## config.mk

```make
export PLATFORM = sky130hd
export DESIGN_NAME = mu0_arb_mux
export DESIGN_NICKNAME = d
export VERILOG_FILES = /design/src/rtl/mu0_arb_mux.sv
export SDC_FILE = /design/constraint.sdc
export NUM_CORES = 1
export LEC_CHECK = 0
export BUFFER_PORTS_ARGS = -buffer_cell sky130_fd_sc_hd__buf_2
export CAP_MARGIN = 20
export CORE_UTILIZATION = 45
export DETAILED_ROUTE_END_ITERATION = 16
export PLACE_DENSITY = 0.82
export REMOVE_ABC_BUFFERS = 1
export SYNTH_ARGS = -nofsm -noshare
export SYNTH_HDL_FRONTEND = slang
export SYNTH_SLANG_ARGS = --single-unit
```

## constraint.sdc

```tcl
create_clock -name Clk -period 3.5 [get_ports Clk]
set_input_delay 0.175 -clock Clk [delete_from_list [all_inputs] [get_ports Clk]]
set_output_delay 0.175 -clock Clk [all_outputs]
set_load 0.02 [all_outputs]
```

## src/rtl/mu0_arb_mux.sv

```systemverilog
// mu0_arb_mux: N-channel registered arbitrating mux (fixed priority or round robin).
// One output register stage; a draining word can be replaced in the same cycle.
module mu0_arb_mux #(
    parameter int WIDTH = 12,
    parameter int CH    = 2,
    parameter int MODE  = 0,
    parameter int SELW  = $clog2(CH)
) (
    input  logic                Clk,
    input  logic                Reset_n,
    input  logic [CH*WIDTH-1:0] In_data,
    input  logic [CH-1:0]       In_valid,
    output logic [CH-1:0]       In_ready,
    input  logic                Hold,
    output logic [WIDTH-1:0]    Out_data,
    output logic                Out_valid,
    output logic [SELW-1:0]     Out_sel,
    input  logic                Out_ready
);
    logic [WIDTH-1:0] r_data;
    logic             r_valid;
    logic [SELW-1:0]  r_sel;
    logic [SELW-1:0]  r_ptr;
    logic [SELW-1:0]  r_last;
    logic             w_load_en;
    logic             w_found;
    logic             w_xfer;
    logic [SELW-1:0]  w_gidx;
    logic [SELW-1:0]  w_lo_all;
    logic [SELW-1:0]  w_lo_hi;
    logic [CH-1:0]    w_hi;
    logic [WIDTH-1:0] w_gdata;

    assign w_load_en = !r_valid || Out_ready;
    // Channels at or above the pointer win before wrapping; ptr stays 0 in fixed-priority mode.
    assign w_hi = In_valid & ~((CH'(1) << r_ptr) - CH'(1));

    always_comb begin
        w_lo_all = '0;
        w_lo_hi  = '0;
        w_gdata  = '0;
        for (int i = CH - 1; i >= 0; i--) begin
            if (In_valid[i]) w_lo_all = SELW'(i);
            if (w_hi[i]) w_lo_hi = SELW'(i);
        end
        w_found = |In_valid;
        w_gidx  = (Hold && In_valid[r_last]) ? r_last : (|w_hi) ? w_lo_hi : w_lo_all;
        for (int i = 0; i < CH; i++)
            if (w_gidx == SELW'(i)) w_gdata = In_data[i*WIDTH +: WIDTH];
    end

    assign w_xfer   = w_load_en && w_found;
    assign In_ready = (Reset_n && w_xfer) ? (CH'(1) << w_gidx) : '0;

    always_ff @(posedge Clk or negedge Reset_n) begin
        if (!Reset_n) begin
            r_data  <= '0;
            r_valid <= 1'b0;
            r_sel   <= '0;
            r_ptr   <= '0;
            r_last  <= '0;
        end else if (w_xfer) begin
            r_data  <= w_gdata;
            r_valid <= 1'b1;
            r_sel   <= w_gidx;
            r_last  <= w_gidx;
            if (MODE == 1) r_ptr <= (w_gidx == SELW'(CH - 1)) ? '0 : w_gidx + 1'b1;
        end else if (Out_ready) begin
            r_valid <= 1'b0;
        end
    end

    assign Out_data  = r_data;
    assign Out_valid = r_valid;
    assign Out_sel   = r_sel;
endmodule

```

### Yosys cells after proc, flatten, opt, wreduce, memory -nomap -nowiden

Cells that the tools add are included.
Widths: inputs -> output; s select.

| word-level totals | value |
|---|---|
| latch bits | 0 |
| memories kept | 0 |
| bits in read-only memories | 0 |
| input bits | 30 |
| flip-flop bits (word level) | 14 |
| bits in writable memories | 0 |
| output and inout port bits | 16 |
| word-level logic and storage cells | 29 |

| operators by class | value |
|---|---|
| divide/modulo/power cells | 0 |
| eq/ne operators | 0 |
| shift-type cells | 2 |
| bitwise logic cells | 2 |
| reductions and logical operators | 8 |
| $add $sub $neg | 1 |
| mux-type cells | 12 |
| multipliers | 0 |
| order comparisons | 1 |

Operators by type and width:

| kind | count |
|---|---|
| $mux 12 | 1 |
| $mux 1 | 10 |
| $reduce_or 2->1 | 2 |
| $shl 1x1->2 const A | 2 |
| $logic_and 1x1->1 | 3 |
| $and 2x2->2 | 1 |
| $lt 1x2->1 const B | 1 |
| $mux 2 | 1 |
| $not 2->2 | 1 |
| $reduce_bool 2->1 | 1 |
| $sub 2x1->2 const B | 1 |
| $logic_not 1->1 | 1 |
| $logic_or 1x1->1 | 1 |

### Depth between registers and ports, before layout

Gate-level depths: netlist (run 1).

| logic depth | value |
|---|---|
| depth in word-level cells | 10 |
| mapped depth | 5 |
| mapped depth without buffers | 3 |

### Worst setup path after synthesis (run 1)

OpenSTA, ideal clock, no wires.

| timing path | value |
|---|---|
| path type | flip-flop to output port |
| start point | reg with a tool-made name |
| end point | out In_ready[0] |
| cell stages (with the launch flop) | 4 |
| required time | 3,325 ps |
| arrival | 1,329 ps |
| path buffers | 0 |
| path slack | 1,996 ps |
| cells stage by stage | dfrtp_1 -> and3b_1 -> nor2_1 -> nor3b_1 |

RTL lines:

| item | RTL line | source |
|---|---|---|
| end: declaration | 13 | `output logic [CH-1:0] In_ready,` |

### Worst setup path in the final report (run 1)

| timing path | value |
|---|---|
| start point | reg r_valid, in the netlist Out_valid |
| end point | out In_ready[0] |

| between the ends | value |
|---|---|
| cells in the longest elaborated chain, start to end | 5 |

Ends and longest elaborated chain:

| item | RTL line | source |
|---|---|---|
| start: declaration | 21 | `logic r_valid;` |
| start signal: assignment | 58 | `r_valid <= 1'b0;` |
| start signal: assignment | 64 | `r_valid <= 1'b1;` |
| start signal: assignment | 69 | `r_valid <= 1'b0;` |
| $logic_not 1->1 | 34 | `assign w_load_en = !r_valid \|\| Out_ready;` |
| $logic_or 1x1->1 | 34 |  |
| $logic_and 1x1->1 | 52 | `assign w_xfer = w_load_en && w_found;` |
| $logic_and 1x1->1 | 53 | `assign In_ready = (Reset_n && w_xfer) ? (CH'(1) << w_gidx) : '0;` |
| $mux 2 | 53 |  |

Every way passes these cells.

==> results by group, run 1 <==
Status
  • Status: finished, violations left
  • Failing checks: design-rule violations

Timing
  • Worst slew margin: 57.3%
  • Final TNS setup: 0 ns
  • RSZ-0062 raised after global routing: false
  • Slew @ Worst Pin: 0.641 ns
  • Worst Clk Skew: 0.00192 ns
  • Slack of the critical path: 1.55 ns
  • Final hold viol count: 0
  • Final Cycle Share: 55.8%
  • Final setup fails: 0
  • Max frequency: 512 MHz
  • Pins Over Slew Limit: 0
  • Fin crit period: 1.95 ns

Synthesis
  • Post-Synth Simple-Gate Area: 15.8%
  • Post-synthesis sequential area ratio: 44.3%
  • Post-synthesis mux area share: 0%
  • Synth Register Bits: 14
  • Adder-cell share of the synthesized area: 0%
  • Largest family of logic cells by synthesized area: compound AO/OA/AOI/OAI gates
  • Yosys cell types: 20
  • Synth Instances: 83
  • Mapped Avg Cell Area: 9.53 sq um
  • Syn Std Cell Area: 791 sq um
  • Compound-Gate Fraction of Synth Area: 33.7%
  • Synth Area in XOR/XNOR: 0%
  • Yosys warning count: 1

Placement
  • Dpl cells: 135
  • Dpl hpwl: 1.54 mm
  • Global placement routability congestion: 0.760
  • Dpl ws: 1.85 ns
  • Port Buffer Count: 45

Floorplan
  • Chip Width: 43.9 um
  • # rows: 14
  • Die height: 43.9 um
  • Core Area: 1580 sq um
  • Die area: 1930 sq um
  • # IOs: 46
  • Initial Util: 50.2%

Worst setup path
  • CP Launch Type: flop
  • CP startpoint: Out_valid
  • Crit-path cells: nand2b_1, nand2_1, nor3b_1, buf_2
  • Bufs and invs on worst path: 1
  • Crit path largest cell delay: 0.47 ns
  • Worst Path Required: 3.32 ns
  • Cell family with most CP delay: simple AND/OR/NAND/NOR gates
  • Reg-to-reg startpoint: Out_valid
  • Slowest CP cell: nand2b_1
  • CP Max Fanout: 17
  • Crit path DAT: 1.78 ns
  • CP Capture Type: primary output
  • Critical path type: flop to primary output

Detailed routing
  • Router iterations before antenna repair: 12
  • # DRC: 3
  • Routed Antenna Nets: 0
  • Avg Vias per Cell: 5.93
  • Final WL: 2.12 mm
  • Iteration-0 DRC Markers: 15
  • WL/cell: 15.3 um
  • Via count: 824

Clocking
  • Root Driver: clkbuf_4
  • Worst-skew pair later-pin latency: 0.27 ns
  • Post-CTS Setup Bufs: 0
  • Worst-path clk slew: 0.08 ns
  • CTS tree: built
  • Total CTS buffers: 3
  • # clock sinks: 14
  • Max Buffers Root-to-Sink: 2
  • Post-cts resize count: 0
  • H-tree levels: 1

Global route
  • All-Layer GR Usage: 23.2%
  • Largest net degree at the start of global routing: 18
  • Grt total ovfl: 0
  • Vias in the first global route: 737
  • Initial antenna violation count: 0
  • First-pass GRT wire length: 3.19 mm

Layout
  • Core Util, Final: 64.9%
  • Fill count: 149
  • Diodes inserted: 0
  • Area added between synthesis and finish: 29.4%
  • Multi-input gate area: 392 sq um
  • FF/Latch Area: 350 sq um
  • Layout cells sized above 1: 48.0%
  • Layout Cells excl Fill: 139
  • # nets final: 155

Power and ir drop
  • Power Internal: 282 uW
  • Net Switching: 152 uW
  • Static leakage: 0.000465 uW
  • VDD IR-drop max: 0.229 mV
  • Pwr Total: 434 uW
  • Gate power share: 34.3%
  • Clk pwr share: 20.1%
  • Switching share of total power: 35.0%
  • PD cells: 424 nW/um^2
  • Flop pwr share: 45.6%

Min path
  • Worst Hold Launch: In_data[8]
  • Worst Hold Class: input port to flop

Flow run
  • Max Cap Violations: 0
-- layout by cell type (no fill, tap or decap) --
cell type	n
a31oi_1	2
and3_1	1
buf_2	45
nand3_1	12
nand2b_1	2
clkbuf_4	3
nand2_1	1
o21ai_0	12
and2_4	1
dfrtp_1	14
or2_1	1
a22o_1	1
nand3b_1	1
inv_1	1
nor3b_1	1
dlygate4sd3_1	1
a21oi_1	12
and3b_1	1
nor2_1	1
a31oi_2	10
-- state kept, by name, summed over array words and instances, names as in the netlist, named ones only --
name / cells
Out_data: 12
Out_valid: 1
-- cell type report --
cell class / count / area share (%)
flip-flops and latches: 14 / 34.2
multi-input cells: 59 / 38.3
inverters: 1 / 0.367
clock buffers: 3 / 2.20
well taps: 16 / 1.96
repair buffers: 46 / 23.0
-- per-layer routing --
metal | GRT usage [%] | routed length (um)
met5 | 0 | 0
met4 | 12.1 | 41
met3 | 4.58 | 143
met2 | 38.5 | 1090
met1 | 28.3 | 852
-- tightest hold or removal path: stages --
cell	delay (ns)
buf_2	0.09
o21ai_0	0.06
a31oi_1	0.08
-- kinds of logic after synthesis --
| kind of cell | Yosys count |
|---|---|
| compound gates | 37 |
| simple gates | 22 |
| flops | 14 |
| buf+inv | 10 |
-- metrics by stage --
| step | hold WS (ns) | cell area, sq um |
|---|---|---|
| 2_1_floorplan | -0.121 | 746 |
| 3_3_place_gp | 0.0855 | 991 |
| 3_5_place_dp | 0.0892 | 991 |
| 4_1_cts | 0.169 | 1020 |
| 5_1_grt | 0.187 | 1020 |
| 6_report | 0.175 | 1020 |
-- synth_stat cells (all sizes together) --
| cell | instances | area (sq um) |
|---|---|---|
| a21oi | 12 | 60.1 |
| a22o | 1 | 8.76 |
| a31oi | 12 | 138 |
| and2 | 1 | 8.76 |
| and3 | 1 | 6.26 |
| and3b | 1 | 8.76 |
| buf | 4 | 26.3 |
| clkbuf | 5 | 18.8 |
| dfrtp | 14 | 350 |
| inv | 1 | 3.75 |
| nand2 | 1 | 3.75 |
| nand2b | 2 | 12.5 |
| nand3 | 12 | 60.1 |
| nand3b | 1 | 7.51 |
| nor2 | 1 | 3.75 |
| nor3b | 1 | 7.51 |
| o21ai | 12 | 60.1 |
| or2 | 1 | 6.26 |
-- path summary, 6_finish.rpt --
check                          endpoint  slack (ns)  cells past startpoint
min reg2reg                Out_data[10]        0.56                      2
max reg2reg                 Out_data[0]        2.03                      3
min                         Out_data[8]        0.17                      3
max                         In_ready[0]        1.55                      4
min in group asynchronous   Out_data[3]        0.32                      2
max in group asynchronous   Out_data[8]        2.93                      2
-- what timing repair did --
action	CTS	global route
endpoints found under the hold margin	14	0
hold buffers	1	0
setup endpoints to repair	0	0
-- power by group through the flow --
stage	registers (uW)	logic, uW	clock network, uW
global route	200	160	97.6
floorplan	231	58.3	0
global placement	201	142	0
detailed placement	201	148	0
finish	198	149	87.3
CTS	198	149	89.4
(Power assumes the default switching activity.)
==> run 2, diff against run 1 <==
--- a/config.mk
+++ b/config.mk
@@ -7,9 +7,9 @@
 export LEC_CHECK = 0
 export BUFFER_PORTS_ARGS = -buffer_cell sky130_fd_sc_hd__buf_2
 export CAP_MARGIN = 20
-export CORE_UTILIZATION = 45
+export CORE_UTILIZATION = 42
 export DETAILED_ROUTE_END_ITERATION = 16
-export PLACE_DENSITY = 0.82
+export PLACE_DENSITY = 0.77
 export REMOVE_ABC_BUFFERS = 1
 export SYNTH_ARGS = -nofsm -noshare
 export SYNTH_HDL_FRONTEND = slang
==> constraint.sdc (replaced) <==
create_clock -name Clk -period 2 [get_ports Clk]
set_input_delay 0.1 -clock Clk [delete_from_list [all_inputs] [get_ports Clk]]
set_output_delay 0.1 -clock Clk [all_outputs]
set_load 0.02 [all_outputs]
==> results by group, run 2 (same netlist as run 1, synthesis figures left out) <==
Clocking
  • CTS tree: built (unchanged)
  • Total CTS buffers: 3 (unchanged)
  • # clock sinks: 14 (unchanged)
  • Hold_buf cts: 1 (unchanged)
  • Root Driver: clkbuf_4 (unchanged)
  • Post-CTS Setup Bufs: 0 (unchanged)
  • Worst-path clk slew: 0.09 ns (was 0.08 ns)
  • H-tree levels: 1 (unchanged)
  • Worst-skew pair later-pin latency: 0.28 ns (was 0.27 ns)
  • Max Buffers Root-to-Sink: 2 (unchanged)
  • Post-cts resize count: 0 (unchanged)

Timing
  • Final TNS setup: 0 ns (unchanged)
  • Pins Over Slew Limit: 0 (unchanged)
  • Worst slew margin: 67.1% (was 57.3%)
  • Slack of the critical path: 0.227 ns (was 1.55 ns)
  • Final Cycle Share: 88.7%
  • Fin crit period: 1.77 ns
  • Final setup fails: 0 (unchanged)
  • Final hold viol count: 0 (unchanged)
  • Slew @ Worst Pin: 0.494 ns (was 0.641 ns)
  • Worst Clk Skew: 0.00374 ns (was 0.00192 ns)
  • RSZ-0062 raised after global routing: false (unchanged)
  • Max frequency: 564 MHz

Layout
  • Fill count: 171 (was 149)
  • Multi-input gate area: 392 sq um (unchanged)
  • Commonest non-fill, non-tap cell in the layout: buf_2 (unchanged)
  • Most frequent cells in the layout: buf_2 (45), dfrtp_1 (14), o21ai_0 (12), nand3_1 (12), a21oi_1 (12) (unchanged)
  • Area added between synthesis and finish: 33.5% (was 29.4%)
  • Diodes inserted: 0 (unchanged)
  • Largest register FFs: 12 (unchanged)
  • FF/Latch Area: 350 sq um (unchanged)
  • Design Area, Final: 1060 sq um (was 1020 sq um)
  • Layout cells sized above 1: 48.8% (was 48.0%)
  • # nets final: 156 (was 155)

Detailed routing
  • Iteration-0 DRC Markers: 5 (was 15)
  • Final WL: 1.96 mm (was 2.12 mm)
  • Via count: 812 (was 824)
  • # DRC: 0 (was 3)
  • Router iterations before antenna repair: 4 (was 12)
  • WL/cell: 13.1 um (was 15.3 um)
  • Avg Vias per Cell: 5.41 (was 5.93)
  • Routed Antenna Nets: 0 (unchanged)

Worst setup path
  • Crit path largest cell delay: 0.44 ns (was 0.47 ns)
  • Critical path type: flop to primary output (unchanged)
  • Crit-path cells: and3b_1, nor2_1, nor3b_1, buf_2 (was nand2b_1, nand2_1, nor3b_1, buf_2)
  • CP Launch Type: flop (unchanged)
  • Cell family with most CP delay: simple AND/OR/NAND/NOR gates (unchanged)
  • Crit path DAT: 1.67 ns (was 1.78 ns)
  • Slowest CP cell: and3b_1 (was nand2b_1)
  • CP Max Fanout: 13 (was 17)
  • CP Capture Type: primary output (unchanged)
  • Bufs and invs on worst path: 1 (unchanged)
  • Worst Path Required: 1.90 ns (was 3.32 ns)

Placement
  • Global placement routability congestion: 0.731 (was 0.760)
  • Placed cell area: 1010 sq um (was 991 sq um)
  • Port Buffer Count: 45 (unchanged)
  • Dpl ws: 0.584 ns (was 1.85 ns)
  • Dpl hpwl: 1.47 mm (was 1.54 mm)

Global route
  • Largest net degree at the start of global routing: 17 (was 18)
  • Vias in the first global route: 670 (was 737)
  • First-pass GRT wire length: 2.98 mm (was 3.19 mm)
  • All-Layer GR Usage: 20.2% (was 23.2%)
  • Grt total ovfl: 0 (unchanged)
  • Initial antenna violation count: 0 (unchanged)

Power and ir drop
  • Flop pwr share: 42.6% (was 45.6%)
  • PD cells: 767 nW/um^2 (was 424 nW/um^2)
  • Switching share of total power: 33.8% (was 35.0%)
  • Gate power share: 31.8% (was 34.3%)
  • Static leakage: 0.000477 uW (was 0.000465 uW)
  • Clk pwr share: 25.5% (was 20.1%)
  • VDD IR-drop max: 0.377 mV (was 0.229 mV)
  • Net Switching: 274 uW (was 152 uW)
  • Pwr Total: 810 uW (was 434 uW)
  • Power Internal: 537 uW (was 282 uW)

Floorplan
  • # rows: 15 (was 14)
  • # IOs: 46 (unchanged)
  • Core Area: 1750 sq um (was 1580 sq um)
  • Initial Util: 45.3% (was 50.2%)
  • Die area: 2060 sq um (was 1930 sq um)
  • Chip Width: 45.4 um (was 43.9 um)
  • Die height: 45.4 um (was 43.9 um)

Status
  • Status: complete, no violations (was finished, violations left)

Min path
  • Worst Hold Class: input port to flop (unchanged)

Flow run
  • Max Cap Violations: 0 (unchanged)
==> run 2: final timing paths <==
check	start	endpoint	slack, ns	depth (start not counted)
hold / removal	In_data[8]	Out_data[8]	0.08	3
setup reg to reg	flop	flop	0.69	3
min in group asynchronous	Reset_n	Out_data[0]	0.25	2
setup / recovery	flop	In_ready[0]	0.23	4
max in group asynchronous	Reset_n	Out_data[9]	1.50	2
hold reg to reg	Out_data[10]	Out_data[10]	0.55	2
==> run 2: tightest hold or removal path, delay by kind of cell <==
| kind | cells | cell delay [ns] |
|---|---|---|
| buf+inv | 1 | 0.09 |
| compound gates | 2 | 0.14 |
==> run 2: layer usage <==
layer	vias to the layer above	GRT usage (%)	part of all wire, %
li1	395	-	-
met1	372	27.2	42
met2	41	32.3	49
met3	4	2.78	7.0
met4	0	9.09	1.3
met5	-	0	0
==> run 2: final cells by class <==
cell class                      instances  share of cell area (%)
Inverter                                1                   0.355
Timing Repair Buffer                   47                    23.0
Sequential cell                        14                    33.2
Multi-Input combinational cell         59                    37.1
Tap cell                               25                    2.96
Clock buffer                            4                    3.44
==> run 2: power by group through the flow <==
stage | Combinational, uW | Clock, uW | Sequential (uW)
3_3_place_gp | 253 | 0 | 350
3_5_place_dp | 258 | 0 | 351
2_1_floorplan | 102 | 0 | 405
5_1_grt | 284 | 220 | 349
4_1_cts | 260 | 207 | 345
6_report | 258 | 207 | 345
==> run 2: per-stage QoR <==
step           std cells  hold slack, ns  util [%]
6_report             150          0.0786      60.5
5_1_grt              150          0.0907      60.5
4_1_cts              150          0.0765      60.5
3_5_place_dp         145          0.0131      57.8
3_3_place_gp         145          0.0105      57.8
2_1_floorplan         74          -0.196         -
